===== config.mk =====
export PLATFORM = sky130hd
export DESIGN_NAME = if_inst_queue_flat
export DESIGN_NICKNAME = d
export VERILOG_FILES = /design/src/rtl/if_inst_queue_pkg.sv /design/src/rtl/if_inst_queue_if.sv /design/src/rtl/if_inst_queue_iq_ram.sv /design/src/rtl/if_inst_queue.sv /design/src/flat_wrapper.sv
export SDC_FILE = /design/constraint.sdc
export NUM_CORES = 1
export LEC_CHECK = 0
export CAP_MARGIN = 30
export CORE_UTILIZATION = 30
export DETAILED_ROUTE_END_ITERATION = 10
export HOLD_SLACK_MARGIN = 0.15
export REMOVE_ABC_BUFFERS = 1
export SYNTH_ARGS = -nofsm -noshare
export SYNTH_HDL_FRONTEND = slang
export SYNTH_SLANG_ARGS = --single-unit

===== constraint.sdc =====
create_clock -name clk -period 5.79 [get_ports clk]
set_input_delay 1.158 -clock clk [delete_from_list [all_inputs] [get_ports clk]]
set_output_delay 1.158 -clock clk [all_outputs]
set_load 0.1 [all_outputs]

===== src/rtl/if_inst_queue_pkg.sv =====
// if_inst_queue_pkg: shared bundle layout for the fetch->decode instruction queue.
// Holds the ExcE_W define, the bundle width and the IQ_* field offset macros.
// Optional feature macro used by the queue: IQ_BYPASS_EN.
`ifndef IF_INST_QUEUE_DEFS
`define IF_INST_QUEUE_DEFS
`define ExcE_W 8
// Bundle layout, LSB first: excs | has_exc | inslot | inst | pc
`define IQ_EXC_LSB 0
`define IQ_HASEXC_BIT(w) (w)
`define IQ_INSLOT_BIT(w) ((w) + 1)
`define IQ_INST_LSB(w) ((w) + 2)
`define IQ_PC_LSB(w) ((w) + 34)
`endif

package if_inst_queue_pkg;

  localparam int unsigned IQ_PC_W     = 32;
  localparam int unsigned IQ_INST_W   = 32;
  localparam int unsigned IQ_BUNDLE_W = IQ_PC_W + IQ_INST_W + 1 + 1 + `ExcE_W;

  // Bundle width for an arbitrary exception-vector width
  function automatic int unsigned iq_bundle_w(input int unsigned exc_w);
    return IQ_PC_W + IQ_INST_W + 1 + 1 + exc_w;
  endfunction

endpackage


===== src/rtl/if_inst_queue_if.sv =====
// if_inst_queue_if: fetch write channel and decode read channel of the instruction queue.
// slave = the queue, master = fetch/decode side.
interface if_inst_queue_if #(
  parameter int unsigned EXC_W = `ExcE_W,
  parameter int unsigned CNT_W = 3
);
  logic             wr_valid_i;
  logic [31:0]      wr_pc_i;
  logic [31:0]      wr_inst_i;
  logic             wr_inslot_i;
  logic [EXC_W-1:0] wr_excs_i;
  logic             wr_has_exc_i;
  logic             iq_stall_o;
  logic             rd_valid_o;
  logic             rd_ready_i;
  logic [31:0]      rd_pc_o;
  logic [31:0]      rd_inst_o;
  logic             rd_inslot_o;
  logic [EXC_W-1:0] rd_excs_o;
  logic             rd_has_exc_o;
  logic [CNT_W-1:0] iq_count_o;

  modport slave (
    input  wr_valid_i, wr_pc_i, wr_inst_i, wr_inslot_i, wr_excs_i, wr_has_exc_i, rd_ready_i,
    output iq_stall_o, rd_valid_o, rd_pc_o, rd_inst_o, rd_inslot_o, rd_excs_o, rd_has_exc_o,
           iq_count_o
  );

  modport master (
    output wr_valid_i, wr_pc_i, wr_inst_i, wr_inslot_i, wr_excs_i, wr_has_exc_i, rd_ready_i,
    input  iq_stall_o, rd_valid_o, rd_pc_o, rd_inst_o, rd_inslot_o, rd_excs_o, rd_has_exc_o,
           iq_count_o
  );
endinterface


===== src/rtl/if_inst_queue_iq_ram.sv =====
// iq_ram: DEPTH x WIDTH register array, one synchronous write port, one asynchronous read port.
// Storage is intentionally not reset; occupancy tracking in the queue masks stale entries.
module iq_ram #(
  parameter int unsigned DEPTH = 4,
  parameter int unsigned WIDTH = 74
) (
  input  logic                     clk,
  input  logic                     we,
  input  logic [$clog2(DEPTH)-1:0] waddr,
  input  logic [WIDTH-1:0]         wdata,
  input  logic [$clog2(DEPTH)-1:0] raddr,
  output logic [WIDTH-1:0]         rdata
);

  logic [WIDTH-1:0] mem [DEPTH];

  // Write port
  always_ff @(posedge clk) begin
    if (we) mem[waddr] <= wdata;
  end

  // Asynchronous read port
  assign rdata = mem[raddr];

endmodule


===== src/rtl/if_inst_queue.sv =====
// if_inst_queue: circular instruction queue between fetch and decode.
// Optional macro IQ_BYPASS_EN: an empty queue hands a fetch bundle straight to decode.
module if_inst_queue
  import if_inst_queue_pkg::*;
#(
  parameter int unsigned DEPTH = 4,
  parameter int unsigned EXC_W = `ExcE_W
) (
  input  logic            clk,
  input  logic            rst,
  input  logic            flush_i,
  if_inst_queue_if.slave  iq
);

  localparam int unsigned PTR_W    = $clog2(DEPTH);
  localparam int unsigned CNT_W    = PTR_W + 1;
  localparam int unsigned BUNDLE_W = iq_bundle_w(EXC_W);

  logic [PTR_W-1:0]    head;
  logic [PTR_W-1:0]    tail;
  logic [CNT_W-1:0]    count;
  logic                full;
  logic                empty;
  logic                byp;
  logic                wf;
  logic                rf;
  logic                rd_valid;
  logic [BUNDLE_W-1:0] wr_bundle;
  logic [BUNDLE_W-1:0] head_bundle;
  logic [BUNDLE_W-1:0] rd_bundle;

  assign wr_bundle = {iq.wr_pc_i, iq.wr_inst_i, iq.wr_inslot_i, iq.wr_has_exc_i, iq.wr_excs_i};

  iq_ram #(
    .DEPTH (DEPTH),
    .WIDTH (BUNDLE_W)
  ) u_ram (
    .clk   (clk),
    .we    (wf),
    .waddr (tail),
    .wdata (wr_bundle),
    .raddr (head),
    .rdata (head_bundle)
  );

  // Fire conditions; flush kills both sides, a bypassed bundle is never enqueued
  always_comb begin
    full  = (count == CNT_W'(DEPTH));
    empty = (count == '0);
`ifdef IQ_BYPASS_EN
    byp   = empty & iq.wr_valid_i & iq.rd_ready_i & ~flush_i;
`else
    byp   = 1'b0;
`endif
    wf    = iq.wr_valid_i & ~full & ~flush_i & ~byp;
    rf    = ~empty & iq.rd_ready_i & ~flush_i;
  end

  // Pointer and occupancy registers; reset and flush both drop every entry
  always_ff @(posedge clk) begin
    if (rst || flush_i) begin
      head  <= '0;
      tail  <= '0;
      count <= '0;
    end else begin
      if (wf) tail <= tail + PTR_W'(1);
      if (rf) head <= head + PTR_W'(1);
      case ({wf, rf})
        2'b10:   count <= count + CNT_W'(1);
        2'b01:   count <= count - CNT_W'(1);
        default: count <= count;
      endcase
    end
  end

  // Head bundle selection, bypass mux and zeroing while not valid
  always_comb begin
    rd_valid  = ~empty;
    rd_bundle = head_bundle;
`ifdef IQ_BYPASS_EN
    if (empty) begin
      rd_valid  = iq.wr_valid_i;
      rd_bundle = wr_bundle;
    end
`endif
    if (!rd_valid) rd_bundle = '0;
  end

  assign iq.iq_stall_o   = full;
  assign iq.iq_count_o   = count;
  assign iq.rd_valid_o   = rd_valid;
  assign iq.rd_pc_o      = rd_bundle[`IQ_PC_LSB(EXC_W) +: 32];
  assign iq.rd_inst_o    = rd_bundle[`IQ_INST_LSB(EXC_W) +: 32];
  assign iq.rd_inslot_o  = rd_bundle[`IQ_INSLOT_BIT(EXC_W)];
  assign iq.rd_has_exc_o = rd_bundle[`IQ_HASEXC_BIT(EXC_W)];
  assign iq.rd_excs_o    = rd_bundle[`IQ_EXC_LSB +: EXC_W];

endmodule


===== src/flat_wrapper.sv =====
// flat-port wrapper written by rule: the top's interface ports become plain ports
module if_inst_queue_flat import if_inst_queue_pkg::*;
#(
  parameter int unsigned DEPTH = 4,
  parameter int unsigned EXC_W = `ExcE_W
)
  (clk, rst, flush_i, iq_wr_valid_i, iq_wr_pc_i, iq_wr_inst_i, iq_wr_inslot_i, iq_wr_excs_i, iq_wr_has_exc_i, iq_rd_ready_i, iq_iq_stall_o, iq_rd_valid_o, iq_rd_pc_o, iq_rd_inst_o, iq_rd_inslot_o, iq_rd_excs_o, iq_rd_has_exc_o, iq_iq_count_o);
  if_inst_queue_if #(.EXC_W(EXC_W), .CNT_W(($clog2(DEPTH) + 1))) iq_i ();
  input  logic clk;
  input  logic rst;
  input  logic flush_i;
  input wire logic [$bits(iq_i.wr_valid_i)-1:0] iq_wr_valid_i;
  input wire logic [$bits(iq_i.wr_pc_i)-1:0] iq_wr_pc_i;
  input wire logic [$bits(iq_i.wr_inst_i)-1:0] iq_wr_inst_i;
  input wire logic [$bits(iq_i.wr_inslot_i)-1:0] iq_wr_inslot_i;
  input wire logic [$bits(iq_i.wr_excs_i)-1:0] iq_wr_excs_i;
  input wire logic [$bits(iq_i.wr_has_exc_i)-1:0] iq_wr_has_exc_i;
  input wire logic [$bits(iq_i.rd_ready_i)-1:0] iq_rd_ready_i;
  output wire logic [$bits(iq_i.iq_stall_o)-1:0] iq_iq_stall_o;
  output wire logic [$bits(iq_i.rd_valid_o)-1:0] iq_rd_valid_o;
  output wire logic [$bits(iq_i.rd_pc_o)-1:0] iq_rd_pc_o;
  output wire logic [$bits(iq_i.rd_inst_o)-1:0] iq_rd_inst_o;
  output wire logic [$bits(iq_i.rd_inslot_o)-1:0] iq_rd_inslot_o;
  output wire logic [$bits(iq_i.rd_excs_o)-1:0] iq_rd_excs_o;
  output wire logic [$bits(iq_i.rd_has_exc_o)-1:0] iq_rd_has_exc_o;
  output wire logic [$bits(iq_i.iq_count_o)-1:0] iq_iq_count_o;
  assign iq_i.wr_valid_i = iq_wr_valid_i;
  assign iq_i.wr_pc_i = iq_wr_pc_i;
  assign iq_i.wr_inst_i = iq_wr_inst_i;
  assign iq_i.wr_inslot_i = iq_wr_inslot_i;
  assign iq_i.wr_excs_i = iq_wr_excs_i;
  assign iq_i.wr_has_exc_i = iq_wr_has_exc_i;
  assign iq_i.rd_ready_i = iq_rd_ready_i;
  assign iq_iq_stall_o = iq_i.iq_stall_o;
  assign iq_rd_valid_o = iq_i.rd_valid_o;
  assign iq_rd_pc_o = iq_i.rd_pc_o;
  assign iq_rd_inst_o = iq_i.rd_inst_o;
  assign iq_rd_inslot_o = iq_i.rd_inslot_o;
  assign iq_rd_excs_o = iq_i.rd_excs_o;
  assign iq_rd_has_exc_o = iq_i.rd_has_exc_o;
  assign iq_iq_count_o = iq_i.iq_count_o;
  if_inst_queue #(.DEPTH(DEPTH), .EXC_W(EXC_W)) u_core (.clk(clk), .rst(rst), .flush_i(flush_i), .iq(iq_i));
endmodule

### Word level (Yosys, flattened, before mapping)

Memories as Yosys holds them, arrays and structs flattened. A register that Yosys moved wholly into a read port is not among the register bits.
Cells that the tools add are included.

* bits in registers: 7
* memory bits (writable): 296
* input port bits: 79
* output and inout bits: 79
* memories: 1

* $add $sub $neg: 4
* equal/unequal tests: 3
* mux-type cells: 6
* bitwise logic cells: 7
* reduce and logical (&&, ||, !) cells: 3

Memory list
* u_core.u_ram.mem: depth 4, width 74, read ports 1, clocked after memory_dff 1, write ports 1, RTL line if_inst_queue_iq_ram.sv:15 `logic [WIDTH-1:0] mem [DEPTH];`

Operators by type and width (count)
* $mux W74: 1
* $pmux W3 S2: 1
* $add A2 B1 Y2 const B: 2
* $and A1 B1 Y1: 4
* $mux W2: 2
* $add A3 B1 Y3 const B: 1
* $eq A3 B3 Y1 const B: 1
* $logic_not A3 Y1: 1
* $not A1 Y1: 3
* $sub A3 B1 Y3 const B: 1
* $eq A2 B1 Y1 const B: 1
* $eq A2 B2 Y1 const B: 1
* $mux W1: 2
* $reduce_bool A2 Y1: 1
* $logic_or A1 B1 Y1: 1

### Longest topological paths before layout

* depth in word-level cells: 6
* depth in mapped cells: 10

### Hierarchy

A second synthesis with hierarchy kept.

* cell total of the unflattened synthesis: 515
* area, all modules: 11616.1 µm²

Modules (own cells, without submodules)
* iq_ram: instances 1, cells an instance 390, area each 10711.5 µm²
* if_inst_queue: instances 1, cells an instance 125, area each 904.6 µm²

### Least setup slack after synthesis

OpenSTA, ideal clock, no wires.

* path type: register -> register
* start: reg u_core.count[0] (netlist: u_core.iq.iq_count_o[0])
* end: mem u_core.u_ram.mem[0][0] (enable)
* arrival time: 3.893 ns
* slack: 1.457 ns
* cell stages (with the launch flop): 5
* buffers on the path: 0
* cells stage by stage: dfxtp_1 or3b_2 inv_1 nor3_1 and2_1

* cells in the longest elaborated chain, start to end: 6

Ends and longest elaborated chain
* from (decl): RTL line if_inst_queue.sv:21 `logic [CNT_W-1:0] count;`
* from (signal assigned): RTL line if_inst_queue.sv:69 `2'b10: count <= count + CNT_W'(1);`
* from (signal assigned): RTL line if_inst_queue.sv:70 `2'b01: count <= count - CNT_W'(1);`
* from (signal assigned): RTL line if_inst_queue.sv:71 `default: count <= count;`
* $eq A3 B3 Y1: RTL line if_inst_queue.sv:48 `full = (count == CNT_W'(DEPTH));`
* named net iq_iq_stall_o: RTL line flat_wrapper.sv:19 `output wire logic [$bits(iq_i.iq_stall_o)-1:0] iq_iq_stall_o;`
* $not A1 Y1: RTL line if_inst_queue.sv:55 `wf = iq.wr_valid_i & ~full & ~flush_i & ~byp;`
* $and A1 B1 Y1 (2 in series): RTL line if_inst_queue.sv:55
* $mux W1: RTL line if_inst_queue_iq_ram.sv:19 `if (we) mem[waddr] <= wdata;`
* $mux W1 (implied by the code): RTL line if_inst_queue_iq_ram.sv:19
* to (decl): RTL line if_inst_queue_iq_ram.sv:15

The timed path passes the listed nets, and every way through them passes these cells.

==> impl_metrics.env <==
export IMPL_status="complete, no violations"
export IMPL_fin_crit_ps=4547
export IMPL_setup_viol=0
export IMPL_drc_errors=0
export IMPL_die_h_um=199.0
export IMPL_power_leakage_nw=4.720
export IMPL_synth_async_sr_flop_share=0
export IMPL_end_kind="primary output"
export IMPL_core_um2=37930
export IMPL_slowest_delay_ps=970
export IMPL_cts_tree="built"
export IMPL_arrival_ps=3390
export IMPL_synth_edff_count=296
export IMPL_dpl_hpwl_mm=14.14
export IMPL_netlist_area_um2=11650
export IMPL_min_path_type="reg2reg"
export IMPL_p_switching_mw=1.052
export IMPL_grt_max_degree=44
export IMPL_synth_warnings=0
export IMPL_final_max_slew_viol_count=0
export IMPL_period_share=0.7853
export IMPL_grt_antenna_before_repair=2
export IMPL_die_area_um2=39620
export IMPL_io_pins=158
export IMPL_p_int_mw=3.739
export IMPL_maxClockFrequency_mhz=219.9
export IMPL_vias=5563
export IMPL_path_buf_inv=2
export IMPL_hold_violations=0
export IMPL_path_delay_family="buffers and inverters"
export IMPL_ir_drop_v=0.0002026
export IMPL_rsz0062_at_grt="false"
export IMPL_port_buffers=157
export IMPL_synth_seq_cells=305
export IMPL_placed_cells=1187
export IMPL_drv_cap=0
export IMPL_syn_to_final_growth_pct=29.41
export IMPL_netlist_cell_type_count=21
export IMPL_vias_per_cell=4.458
export IMPL_cts_clk_slew_worst_paths_ps=50
export IMPL_slowest_stage="clkdlybuf4s50_1"
export IMPL_drtIter0Drc=231
export IMPL_reg2regPathDepth=6
export IMPL_fillers=3443
export IMPL_wl_per_cell_um=18.93
export IMPL_finClkSkew_ps=14.38
export IMPL_multi_input_area_um2=2404
export IMPL_initial_core_util=0.3071
export IMPL_final_nets=798
export IMPL_grt_first_pass_wirelength_mm=35.47
export IMPL_critical_path_required_ps=4630
export IMPL_regArea_um2=9076
export IMPL_worstSetupPathType="reg2out"
export IMPL_num_rows=71
export IMPL_cellPowerDensity_nw_per_um2=317.9
export IMPL_pwr_share_clk=0.415
export IMPL_r2r_end="u_core.u_ram.mem[0][13]"
export IMPL_worstSkewPairLatency_ps=530
export IMPL_clkSinkCount=305
export IMPL_sequentialPowerShare=0.515
export IMPL_syn_inst=523
export IMPL_comb_power_share=0.070
export IMPL_fin_cells=1248
export IMPL_total_power_mw=4.792
export IMPL_firstDrtPassIters=4
export IMPL_cp_depth=4
export IMPL_ys_flop_type="edfxtp_1"
export IMPL_cp_cell_sequence="buf_12 > mux4_2 > and2_1 > clkdlybuf4s50_1"
export IMPL_reg2reg_setup_slack_ps=3210
export IMPL_worst_pin_slew_ps=1030
export IMPL_maxSlewHeadroom=0.3111
export IMPL_routed_wl_mm=23.62
export IMPL_cp_endpoint="iq_rd_excs_o[4]"
export IMPL_grt_usage=0.1226
export IMPL_grt_pass1_vias=6017
export IMPL_crit_fanout=38
export IMPL_seq_area_frac_synth=0.7786
export IMPL_gp_congestion=0.6774
export IMPL_timing_rr_start="u_core.iq.iq_count_o[0]"
export IMPL_drive_gt1_frac=0.2024
export IMPL_cts_resized=0
export IMPL_ant_nets=0
export IMPL_fin_setup_tns_ps=0
export IMPL_die_w_um=199.0
export IMPL_grt_overflow=0
export IMPL_root_buffer="clkbuf_16"
export IMPL_switching_share=0.2196
export IMPL_clock_path_buffers=3
export IMPL_post_cts_setup_buffer_count=0
export IMPL_whs_ps=533.3
export IMPL_cts_max_level=2
export IMPL_postCtsHoldBufs=0
export IMPL_start_kind="register"
export IMPL_syn_mean_instance_area_um2=22.27
export IMPL_cts_buffers_inserted=35
-- power groups by stage --
| stage | clock network [mW] | logic (mW) | registers, mW |
|---|---|---|---|
| 3_3_place_gp | 0 | 0.329 | 2.51 |
| 4_1_cts | 2.06 | 0.341 | 2.47 |
| 6_report | 1.99 | 0.335 | 2.47 |
| 3_5_place_dp | 0 | 0.340 | 2.51 |
| 2_1_floorplan | 0 | 0.189 | 2.52 |
| 5_1_grt | 2.13 | 0.354 | 2.47 |
-- cell families (layout without fill, tap and decap cells) --
logic type               after synthesis  after routing  share of synthesized area
flip-flops                           305            305                     0.7786
AND/OR/NAND/NOR                       92             92                    0.04780
multiplexers                          74             74                     0.1431
buffers and inverters                 33            246                    0.01601
AO/OA/AOI/OAI                          9              9                   0.004404
adder cells (fa/ha/maj)                6              6                   0.007090
XOR/XNOR                               4              4                   0.003008
other                                  0              1                          0
-- cell usage after synthesis (all sizes together), types with 2 or more instances --
master | n | area share
xor2 | 4 | 0.0030
o21ai | 3 | 0.0013
a21oi | 4 | 0.0017
nand3 | 2 | 0.00086
inv | 8 | 0.0026
dfxtp | 9 | 0.015
edfxtp | 296 | 0.76
and2 | 78 | 0.042
clkbuf | 10 | 0.0032
buf | 15 | 0.010
mux4 | 74 | 0.14
nor2 | 7 | 0.0023
ha | 5 | 0.0054
or3 | 2 | 0.0011
-- area by class of cell --
cell class	instances	share of cell area
clock inverters	17	0.007720
inverters	8	0.001992
flip-flops and latches	305	0.6021
clock buffers	43	0.06010
diodes	1	0.0001660
repair buffers	178	0.1260
well taps	511	0.04242
multi-input cells	185	0.1595
-- flip-flops by register name, summed over array words and instances, names as in the netlist, named ones only --
register	count
u_core.u_ram.mem	296
u_core.iq.iq_count_o	3
u_core.tail	2
u_core.head	2
-- cells in the final DEF, fill, tap and decap left out, types with 2 or more instances in the layout --
cell type / n
a21oi_1: 4
and2_1: 74
and2_4: 4
buf_12: 4
buf_16: 6
buf_4: 11
clkbuf_1: 8
clkbuf_16: 35
clkdlybuf4s50_1: 157
clkinv_1: 7
clkinv_2: 5
dfxtp_1: 7
dfxtp_4: 2
edfxtp_1: 296
ha_1: 5
inv_1: 8
inv_6: 4
mux4_2: 74
nand3_1: 2
nor2_1: 7
o21ai_0: 3
xor2_1: 4
-- worst reg2reg max path, stage by stage (launching register included) --
cell and delay, ps:
dfxtp_1 450, or3b_2 190, inv_1 70, nor3_1 390
and2_4 590, buf_12 310, buf_4 280
-- metrics by stage --
| stage | utilization | setup WS (ps) | instance area [um2] |
|---|---|---|---|
| floorplan | - | 243.2 | 11490 |
| global placement | 0.3649 | 1680 | 13840 |
| detailed placement | 0.3704 | 1681 | 14050 |
| CTS | 0.3973 | 1115 | 15070 |
| global route | 0.3973 | 1001 | 15070 |
| finish | 0.3974 | 1243 | 15070 |
-- routing by layer --
| layer | part of all wire | GRT usage | wire length, um | vias up |
|---|---|---|---|---|
| li1 | - | - | - | 2506 |
| met1 | 0.43 | 0.1530 | 10270 | 2888 |
| met2 | 0.49 | 0.2022 | 11470 | 129 |
| met3 | 0.057 | 0.03476 | 1341 | 38 |
| met4 | 0.022 | 0.04444 | 527 | 2 |
| met5 | 0.00059 | 0 | 14 | - |
-- worst min path at each step --
stage	start	endpoint	slack, ps	depth (start not counted)
floorplan	u_core.tail[0]	u_core.tail[0]	480	2
global placement	u_core.head[1]	register	500	2
detailed placement	u_core.head[0]	register	520	2
CTS	u_core.tail[1]	u_core.tail[1]	530	2
global route	u_core.head[1]	register	570	2
finish	u_core.head[0]	u_core.head[0]	530	2
(Power assumes the default switching activity.)
